===== config.mk =====
export PLATFORM = sky130hd
export DESIGN_NAME = in_port_unit_flat
export DESIGN_NICKNAME = d
export VERILOG_FILES = /design/src/rtl/in_port_unit_if.sv /design/src/rtl/in_port_unit.sv /design/src/flat_wrapper.sv
export SDC_FILE = /design/constraint.sdc
export NUM_CORES = 1
export LEC_CHECK = 0
export ABC_AREA = 1
export CORE_MARGIN = 1
export CORE_UTILIZATION = 49
export CTS_BUF_LIST = sky130_fd_sc_hd__clkbuf_2
export DETAILED_ROUTE_END_ITERATION = 8
export PLACE_DENSITY = 0.68
export SETUP_SLACK_MARGIN = 0.3
export SYNTH_ARGS = -nofsm -noshare
export SYNTH_HDL_FRONTEND = slang
export SYNTH_SLANG_ARGS = --single-unit
export TNS_END_PERCENT = 10

===== constraint.sdc =====
create_clock -name clk -period 3.7 [get_ports clk]
set_input_delay 0.74 -clock clk [delete_from_list [all_inputs] [get_ports clk]]
set_output_delay 0.74 -clock clk [all_outputs]
set_load 0.05 [all_outputs]

===== src/rtl/in_port_unit_if.sv =====
// Input-port bundle: external device push side plus bus/control side.
// The device/bench drives as master; the port unit is the slave.
interface in_port_unit_if #(
    parameter int WIDTH = 32
);
    logic [WIDTH-1:0] ext_data;
    logic             ext_valid;
    logic             ext_ready;
    logic             In_port_out;
    logic [WIDTH-1:0] in_port_data_out;
    logic             data_avail;
    logic             underflow;
    logic             err_clear;

    modport master (
        output ext_data,
        output ext_valid,
        output In_port_out,
        output err_clear,
        input  ext_ready,
        input  in_port_data_out,
        input  data_avail,
        input  underflow
    );

    modport slave (
        input  ext_data,
        input  ext_valid,
        input  In_port_out,
        input  err_clear,
        output ext_ready,
        output in_port_data_out,
        output data_avail,
        output underflow
    );
endinterface


===== src/rtl/in_port_unit.sv =====
// Input port: small FIFO fed by an external valid/ready source.
// One word retires per In_port_out assertion, however long it is held.
module in_port_unit #(
    parameter int DEPTH = 4,
    parameter int WIDTH = 32
) (
    input logic          clk,
    input logic          clr,
    in_port_unit_if.slave io
);
    localparam int PW = $clog2(DEPTH);
    localparam int CW = PW + 1;

    typedef enum logic {
        IDLE,
        READ
    } state_t;

    logic [WIDTH-1:0] mem [DEPTH];

    state_t           state_q, state_d;
    logic [PW-1:0]    wr_ptr_q, wr_ptr_d;
    logic [PW-1:0]    rd_ptr_q, rd_ptr_d;
    logic [CW-1:0]    count_q, count_d;
    logic [WIDTH-1:0] rd_hold_q, rd_hold_d;
    logic             was_empty_q, was_empty_d;
    logic             underflow_q, underflow_d;

    logic             full;
    logic             empty;
    logic             push;
    logic             pop;
    logic             start;
    logic [WIDTH-1:0] head;

    // Occupancy flags and the handshake/read events of this cycle.
    always_comb begin
        full  = (count_q == CW'(DEPTH));
        empty = (count_q == '0);
        head  = empty ? '0 : mem[rd_ptr_q];
        push  = io.ext_valid && !full;
        start = (state_q == IDLE) && io.In_port_out;
        // A read that began on an empty FIFO has nothing to retire.
        pop   = (state_q == READ) && !io.In_port_out && !was_empty_q;
    end

    // Next-state for the read FSM, pointers, count and sticky error.
    always_comb begin
        state_d     = state_q;
        wr_ptr_d    = wr_ptr_q;
        rd_ptr_d    = rd_ptr_q;
        count_d     = count_q;
        rd_hold_d   = rd_hold_q;
        was_empty_d = was_empty_q;
        underflow_d = underflow_q;

        unique case (state_q)
            IDLE: begin
                if (io.In_port_out) begin
                    state_d     = READ;
                    rd_hold_d   = head;
                    was_empty_d = empty;
                end
            end
            READ: begin
                if (!io.In_port_out) begin
                    state_d = IDLE;
                end
            end
            default: state_d = IDLE;
        endcase

        if (push) begin
            wr_ptr_d = wr_ptr_q + PW'(1);
        end
        if (pop) begin
            rd_ptr_d = rd_ptr_q + PW'(1);
        end
        count_d = count_q + CW'(push) - CW'(pop);

        // A new empty read outranks a simultaneous clear.
        if (start && empty) begin
            underflow_d = 1'b1;
        end else if (io.err_clear) begin
            underflow_d = 1'b0;
        end
    end

    // Control state; storage contents survive reset.
    always_ff @(posedge clk or posedge clr) begin
        if (clr) begin
            state_q     <= IDLE;
            wr_ptr_q    <= '0;
            rd_ptr_q    <= '0;
            count_q     <= '0;
            rd_hold_q   <= '0;
            was_empty_q <= 1'b0;
            underflow_q <= 1'b0;
        end else begin
            state_q     <= state_d;
            wr_ptr_q    <= wr_ptr_d;
            rd_ptr_q    <= rd_ptr_d;
            count_q     <= count_d;
            rd_hold_q   <= rd_hold_d;
            was_empty_q <= was_empty_d;
            underflow_q <= underflow_d;
        end
    end

    // FIFO storage write on an accepted push.
    always_ff @(posedge clk) begin
        if (push) begin
            mem[wr_ptr_q] <= io.ext_data;
        end
    end

    // Bus word: held snapshot in READ, live head on the first cycle.
    always_comb begin
        io.ext_ready  = !full;
        io.data_avail = !empty;
        io.underflow  = underflow_q;
        if (state_q == READ) begin
            io.in_port_data_out = rd_hold_q;
        end else if (io.In_port_out) begin
            io.in_port_data_out = head;
        end else begin
            io.in_port_data_out = '0;
        end
    end
endmodule


===== src/flat_wrapper.sv =====
// flat-port wrapper written by rule: the top's interface ports become plain ports
module in_port_unit_flat 
#(
    parameter int DEPTH = 4,
    parameter int WIDTH = 32
)
  (clk, clr, io_ext_data, io_ext_valid, io_In_port_out, io_err_clear, io_ext_ready, io_in_port_data_out, io_data_avail, io_underflow);
  in_port_unit_if #(.WIDTH(WIDTH)) io_i ();
  input logic clk;
  input logic clr;
  input wire logic [$bits(io_i.ext_data)-1:0] io_ext_data;
  input wire logic [$bits(io_i.ext_valid)-1:0] io_ext_valid;
  input wire logic [$bits(io_i.In_port_out)-1:0] io_In_port_out;
  input wire logic [$bits(io_i.err_clear)-1:0] io_err_clear;
  output wire logic [$bits(io_i.ext_ready)-1:0] io_ext_ready;
  output wire logic [$bits(io_i.in_port_data_out)-1:0] io_in_port_data_out;
  output wire logic [$bits(io_i.data_avail)-1:0] io_data_avail;
  output wire logic [$bits(io_i.underflow)-1:0] io_underflow;
  assign io_i.ext_data = io_ext_data;
  assign io_i.ext_valid = io_ext_valid;
  assign io_i.In_port_out = io_In_port_out;
  assign io_i.err_clear = io_err_clear;
  assign io_ext_ready = io_i.ext_ready;
  assign io_in_port_data_out = io_i.in_port_data_out;
  assign io_data_avail = io_i.data_avail;
  assign io_underflow = io_i.underflow;
  in_port_unit #(.DEPTH(DEPTH), .WIDTH(WIDTH)) u_core (.clk(clk), .clr(clr), .io(io_i));
endmodule

==> run_results.csv, run 1 <==
group,metric,value,unit
critical_path,worstPathRequired,2.96,ns
grt,gr-total-overflow,0,
placement,pre_cts_slack,0.515,ns
critical_path,cp_max_fo,24,
grt,grt_max_degree,66,
placement,gp_congestion,0.729,
critical_path,r2r_start,"u_core.state_q",
finish,drive_above_1_share,10.5,%
clock_tree,cts_root_buffer,"clkbuf_2",
sta,rsz0062_at_grt,"true",
grt,grt_pass1_wl,25200,µm
sta,period_minus_slack,3.30,ns
finish,fillers,1172,
job,cap_violations,0,
synth,synth_top_family_by_area,"simple AND/OR/NAND/NOR gates",
synth,ys_seq_area_share,66.1,%
synth,synth_top_area_share,51.9,%
sta,fin_ws,0.405,ns
synth,yosys_warnings,0,
synth,synth.area.mux_share,0,%
clock_tree,cts_buffer_depth,2,
run_status,status,"complete, but fails checks",
sta,final-hold-violation-count,0,
placement,dp_hpwl,9330,µm
critical_path,critical_path.endpoint_type,"output pin",
synth,yosys.area_share.simple,22.0,%
sta,period_share,89.1,%
finish,fin_area,8900,µm²
synth,synthTopCellsByArea,"edfxtp_1 52%, nand2_1 17%, dfrtp_1 14%",
drt,vias_per_cell,4.94,
critical_path,critPathArrivalTime,2.56,ns
sta,tightest_slew,0.967,ns
grt,grt_use_total,21.3,%
run_status,violations,"design-rule violations",
drt,vias,5110,
floorplanning,fp.dieH,125,µm
power_and_ir_drop,p_leak,4.30,nW
critical_path,startpoint_type,"flip-flop",
floorplanning,die_area,15600,µm²
drt,firstDrtPassIters,8,
placement,place_area,8640,µm²
drt,drtIter0Drc,378,
synth,ys_async_sr_fraction,24.7,%
sta,fmax,0.303,GHz
floorplanning,fp.coreArea,14600,µm²
critical_path,critPathKind,"flip-flop to output pin",
power_and_ir_drop,power.density,768,nW/µm²
sta,setup_viol,0,
synth,synth_compound_area_share,0.203,%
drt,drc,6,
finish,synthToLayoutAreaGrowth,20.2,%
synth,synth_xor_area_share,0.473,%
critical_path,reg2regPathDepth,11,
min_path,hold_path_class,"input port to async pin",
floorplanning,start_util,50.6,%
drt,wl,15400,µm
drt,wl_per_cell,14.9,µm
sta,whs,0.500,ns
finish,ff_latch_area,4900,µm²
floorplanning,die_width,125,µm
clock_tree,insertion_delay,0.74,ns
clock_tree,numCtsBuffers,17,
clock_tree,cts_tree,"yes",
synth,synth_area,7410,µm²
synth,ys_ff_latch,170,
grt,grt_pass1_vias,5079,
sta,fin_skew,0.0391,ns
clock_tree,clk_pin_slew,0.24,ns
finish,multi_input_area,1810,µm²
sta,drv_slew,0,
finish,final_nets,882,
sta,relSlewSlack,35.4,%
placement,portBuffers,71,
critical_path,r2r_slack,1.51,ns
synth,avgSynthCellArea,9.70,µm²
sta,tns,0,ns
synth,synth_adder_area_share,1.28,%
critical_path,rr_endpoint,"u_core.count_q[1]",
synth,synth_edf_count,128,
clock_tree,ctsResizeCount,0,
floorplanning,rows,44,
synth,syn_inst,764,
synth,synth_ff_type,"edfxtp_1",
power_and_ir_drop,ir_drop,0.000515,V
finish,n_antenna_cell,0,
synth,yosys.area.top_type,"edfxtp_1",
clock_tree,ctsHoldBuffers,0,
floorplanning,io_pins,72,
grt,antenna_found_initial,0,
power_and_ir_drop,p_total,6.84,mW
clock_tree,cts_num_sinks,170,
synth,synth_nets,808,
clock_tree,h-tree-depth,4,
synth,synth.distinct_cells,20,
drt,antenna_left,0,
-- cell usage after synthesis, drive strengths merged, types with 2 or more instances --
| library cell | instances |
|---|---|
| o21ai | 2 |
| inv | 147 |
| dfrtp | 42 |
| nor2 | 7 |
| xnor2 | 2 |
| xor2 | 2 |
| clkbuf | 5 |
| edfxtp | 128 |
| nand2 | 328 |
| ha | 6 |
| nand3 | 66 |
| buf | 26 |
-- cell families after synthesis --
| group | count (synthesis) |
|---|---|
| AO/OA/AOI/OAI | 3 |
| XOR/XNOR | 4 |
| adder cells (fa/ha/maj) | 7 |
| buffers and inverters | 178 |
| flip-flops | 170 |
| AND/OR/NAND/NOR | 402 |
-- final cells by class --
class,count,area share (%)
clock buffers,21,1.18
clock inverters,11,1.19
inverters,147,6.20
multi-input cells,417,20.4
flip-flops and latches,170,55.0
well taps,184,2.59
repair buffers,85,13.5
-- metrics by stage --
stage | util, % | cells
after global placement | 59.0 | 998
after CTS | 60.5 | 1031
after detailed placement | 59.0 | 998
after global routing | 60.8 | 1035
final | 60.8 | 1035
after floorplan | - | 764
-- per-layer routing --
| metal | up-vias | GRT usage [%] | part of all wire, % |
|---|---|---|---|
| met5 | - | 0 | 0 |
| met2 | 108 | 37.5 | 52 |
| li1 | 2489 | - | - |
| met3 | 24 | 4.79 | 4.4 |
| met1 | 2489 | 25.2 | 42 |
| met4 | 0 | 9.18 | 2.0 |
-- where the power goes --
group          leakage, nW  switching, mW  internal [mW]
Sequential            1.69          0.191           2.57
Combinational         2.46           1.98           1.20
Clock                0.146          0.590          0.310
-- critical path, cell delays in order (launching register included) --
cell and delay [ns]:
dfrtp_2 0.47, inv_2 0.32, buf_4 0.36, nand2_1 0.10
nand3_1 0.09, nand2_1 0.07, nand2_1 0.12, nand2_1 0.11
buf_12 0.16
-- placed cells by master (no fill, tap or decap), drive strengths merged --
master           n
nand2          328
inv            147
edfxtp         128
nand3           66
buf             46
dfrtp           42
clkdlybuf4s50   39
clkbuf          21
clkinv           9
nor2             8
ha               6
o21ai            2
xnor2            2
xor2             2
bufinv           2
nor3             1
a21oi            1
fa               1
-- sequential cells by signal, indices dropped and copies added (netlist names) --
name / flops
u_core.mem: 128
u_core.rd_hold_q: 32
u_core.count_q: 3
u_core.rd_ptr_q: 2
u_core.wr_ptr_q: 2
u_core.io.underflow: 1
u_core.state_q: 1
u_core.was_empty_q: 1
-- repair_timing --
item,in CTS,in global routing
cloned,1,0
buffers inserted,0,4
pin swaps,1,1
endpoints found under the hold margin,0,0
setup endpoints to repair,5,21
-- how the worst max path moves through the flow --
stage / endpoint / slack [ns] / startpoint / cells past startpoint
finish: io_in_port_data_out[0] / 0.40 / u_core.rd_ptr_q[0] / 8
global route: io_in_port_data_out[0] / 0.21 / u_core.rd_ptr_q[0] / 8
CTS: io_in_port_data_out[31] / 0.30 / u_core.state_q / 7
detailed placement: io_in_port_data_out[0] / 0.51 / io_In_port_out / 6
global placement: io_in_port_data_out[0] / 0.58 / io_In_port_out / 6
floorplan: u_core.mem[0][0] / 0.75 / u_core.count_q[1] / 4
Power figures use the tool's default switching activity.
==> run 2, diff against run 1 <==
- GPL_ROUTABILITY_DRIVEN: not set -> 1
==> results of run 2 <==
Same layout as run 1: the final DEF is identical, and so are final timing and power.
==> run 3, diff against run 2 <==
- CORE_MARGIN: 1 -> 2
- TNS_END_PERCENT: 10 -> not set
==> run 3 against run 2 <==
Net effect:
- the flow now finishes without violations
- non-clock buffer count is 1 lower
- global-route usage is 1.8 points lower
- die area is 3.2% higher
- power is 1.4% higher
- count of clock-buffer cells in the layout is 4 lower
- design area is 0.28% higher
- clock skew is 0.015 ns lower
- cell count hardly changed
- critical path type unchanged
==> run_results.csv, run 3 (same netlist as run 1, synthesis figures left out) <==
group,metric,value,unit
drt,drtIter0Drc,352,
sta,period_share,87.9,%
sta,rsz0062_at_grt,"true",
floorplanning,rows,44,
finish,n_antenna_cell,0,
grt,grt_max_degree,66,
power_and_ir_drop,ir_drop,0.000551,V
critical_path,cp_max_fo,4,
finish,final_nets,881,
power_and_ir_drop,internal-power,4.09,mW
grt,gr-total-overflow,0,
power_and_ir_drop,seqPwrFrac,39.9,%
grt,grt_use_total,19.6,%
sta,fmax,0.308,GHz
drt,antenna_left,0,
power_and_ir_drop,p_leak,4.28,nW
critical_path,critPathArrivalTime,2.51,ns
finish,multi_input_area,1810,µm²
grt,grt_pass1_wl,24300,µm
sta,tightest_slew,0.971,ns
clock_tree,clk_pin_slew,0.23,ns
drt,drc,0,
clock_tree,ctsHoldBuffers,0,
critical_path,r2r_start,"u_core.state_q",
floorplanning,die_width,127,µm
critical_path,startpoint_type,"flip-flop",
sta,period_minus_slack,3.25,ns
drt,wl,15600,µm
critical_path,worstPathRequired,2.96,ns
critical_path,path_cells,"nor3_4 > inv_1 > clkdlybuf4s50_1",
critical_path,critPathKind,"flip-flop to output pin",
finish,max_flop_register,"u_core.mem",
grt,grt_pass1_vias,4995,
grt,antenna_found_initial,0,
finish,utilization,61.0,%
finish,finalNonFillerCells,1034,
sta,fin_ws,0.449,ns
power_and_ir_drop,p_sw,2.85,mW
clock_tree,cts_buffer_depth,2,
power_and_ir_drop,clockPowerShare,14.2,%
floorplanning,die_area,16100,µm²
run_status,status,"completed",
clock_tree,cts_tree,"yes",
min_path,hold_path_class,"flip-flop to flip-flop",
power_and_ir_drop,p_total,6.94,mW
power_and_ir_drop,pwr-share-comb,45.9,%
critical_path,critical_path.endpoint_type,"output pin",
floorplanning,start_util,50.6,%
finish,fillers,1203,
placement,place_inst,998,
finish,largest_reg_flops,128,
finish,top_regs,"u_core.mem: 128 flops, u_core.rd_hold_q: 32 flops, u_core.count_q: 3 flops",
drt,vias,5108,
sta,fin_skew,0.0245,ns
placement,dp_hpwl,9530,µm
power_and_ir_drop,power.density,777,nW/µm²
finish,ff_latch_area,4900,µm²
clock_tree,h-tree-depth,4,
clock_tree,cts_num_sinks,170,
sta,setup_viol,0,
min_path,hold_path_startpoint,"u_core.rd_hold_q[3]",
clock_tree,insertion_delay,0.73,ns
sta,final-hold-violation-count,0,
clock_tree,numCtsBuffers,17,
drt,firstDrtPassIters,5,
critical_path,crit_path_max_incr_delay,0.72,ns
job,cap_violations,0,
critical_path,worst_path_max_delay_cell,"clkdlybuf4s50_1",
finish,drive_above_1_share,10.6,%
placement,pre_cts_slack,0.530,ns
sta,drv_slew,0,
drt,wl_per_cell,15.1,µm
sta,relSlewSlack,35.1,%
critical_path,cp-startpoint,"u_core.count_q[1]",
finish,synthToLayoutAreaGrowth,20.5,%
finish,final_common_cell,"nand2_1",
floorplanning,fp.coreArea,14600,µm²
clock_tree,cts_root_buffer,"clkbuf_2",
drt,vias_per_cell,4.94,
finish,layout_common_cells,"327 x nand2_1, 143 x inv_1, 128 x edfxtp_1",
placement,gp_congestion,0.731,
placement,portBuffers,71,
sta,tns,0,ns
floorplanning,fp.dieH,127,µm
power_and_ir_drop,swShare,41.0,%
floorplanning,io_pins,72,
## run 3: worst max-delay path: cells and delay by family (launching register included)
family	cells	cell delay [ns]
flip-flops	1	0.51
AND/OR/NAND/NOR	1	0.48
buffers and inverters	2	0.82
## run 3: cell type report
class | instances | area share, %
Clock buffer | 17 | 0.953
Tap cell | 184 | 2.58
Timing Repair Buffer | 84 | 13.2
Clock inverter | 15 | 1.88
Inverter | 147 | 6.18
Sequential cell | 170 | 54.8
Multi-Input combinational cell | 417 | 20.3
## run 3: worst paths after layout
kind,cells after the start,slack [ns],endpoint
worst max-delay path,3,0.45,io_data_avail
worst max register to register,11,1.49,u_core.count_q[2]
min in group asynchronous,2,0.52,u_core.rd_hold_q[2]
max in group asynchronous,2,2.53,u_core.rd_ptr_q[0]
worst min register to register,2,0.51,u_core.rd_hold_q[3]
worst min-delay path,2,0.51,u_core.rd_hold_q[3]
## run 3: stage by stage
stage	instance area, µm²	hold slack (ns)
after floorplan	7410	0.449
after global placement	8640	0.461
after detailed placement	8640	0.466
after CTS	8890	0.509
after global routing	8930	0.511
final	8930	0.512
## run 3: metal layers
layer,wire length (µm),track usage (%)
met1,6450,23.0
met2,8200,34.9
met3,805,5.19
met4,137,6.33
met5,0,0
## run 3: repair_timing
| action | 4_1_cts | 5_1_grt |
|---|---|---|
| endpoints found under the setup margin | 2 | 32 |
| cloned | 0 | 1 |
| gates resized for setup | 0 | 1 |
| pin swaps | 1 | 2 |
| setup buffers | 0 | 3 |
| hold endpoints to repair | 0 | 0 |
## run 3: power groups by stage
stage	sequential [mW]	combinational (mW)	clock, mW
2_1_floorplan	2.78	1.97	0
3_3_place_gp	2.78	3.10	0
3_5_place_dp	2.81	3.19	0
4_1_cts	2.77	3.20	1.01
5_1_grt	2.82	3.46	1.09
6_report	2.77	3.18	0.985
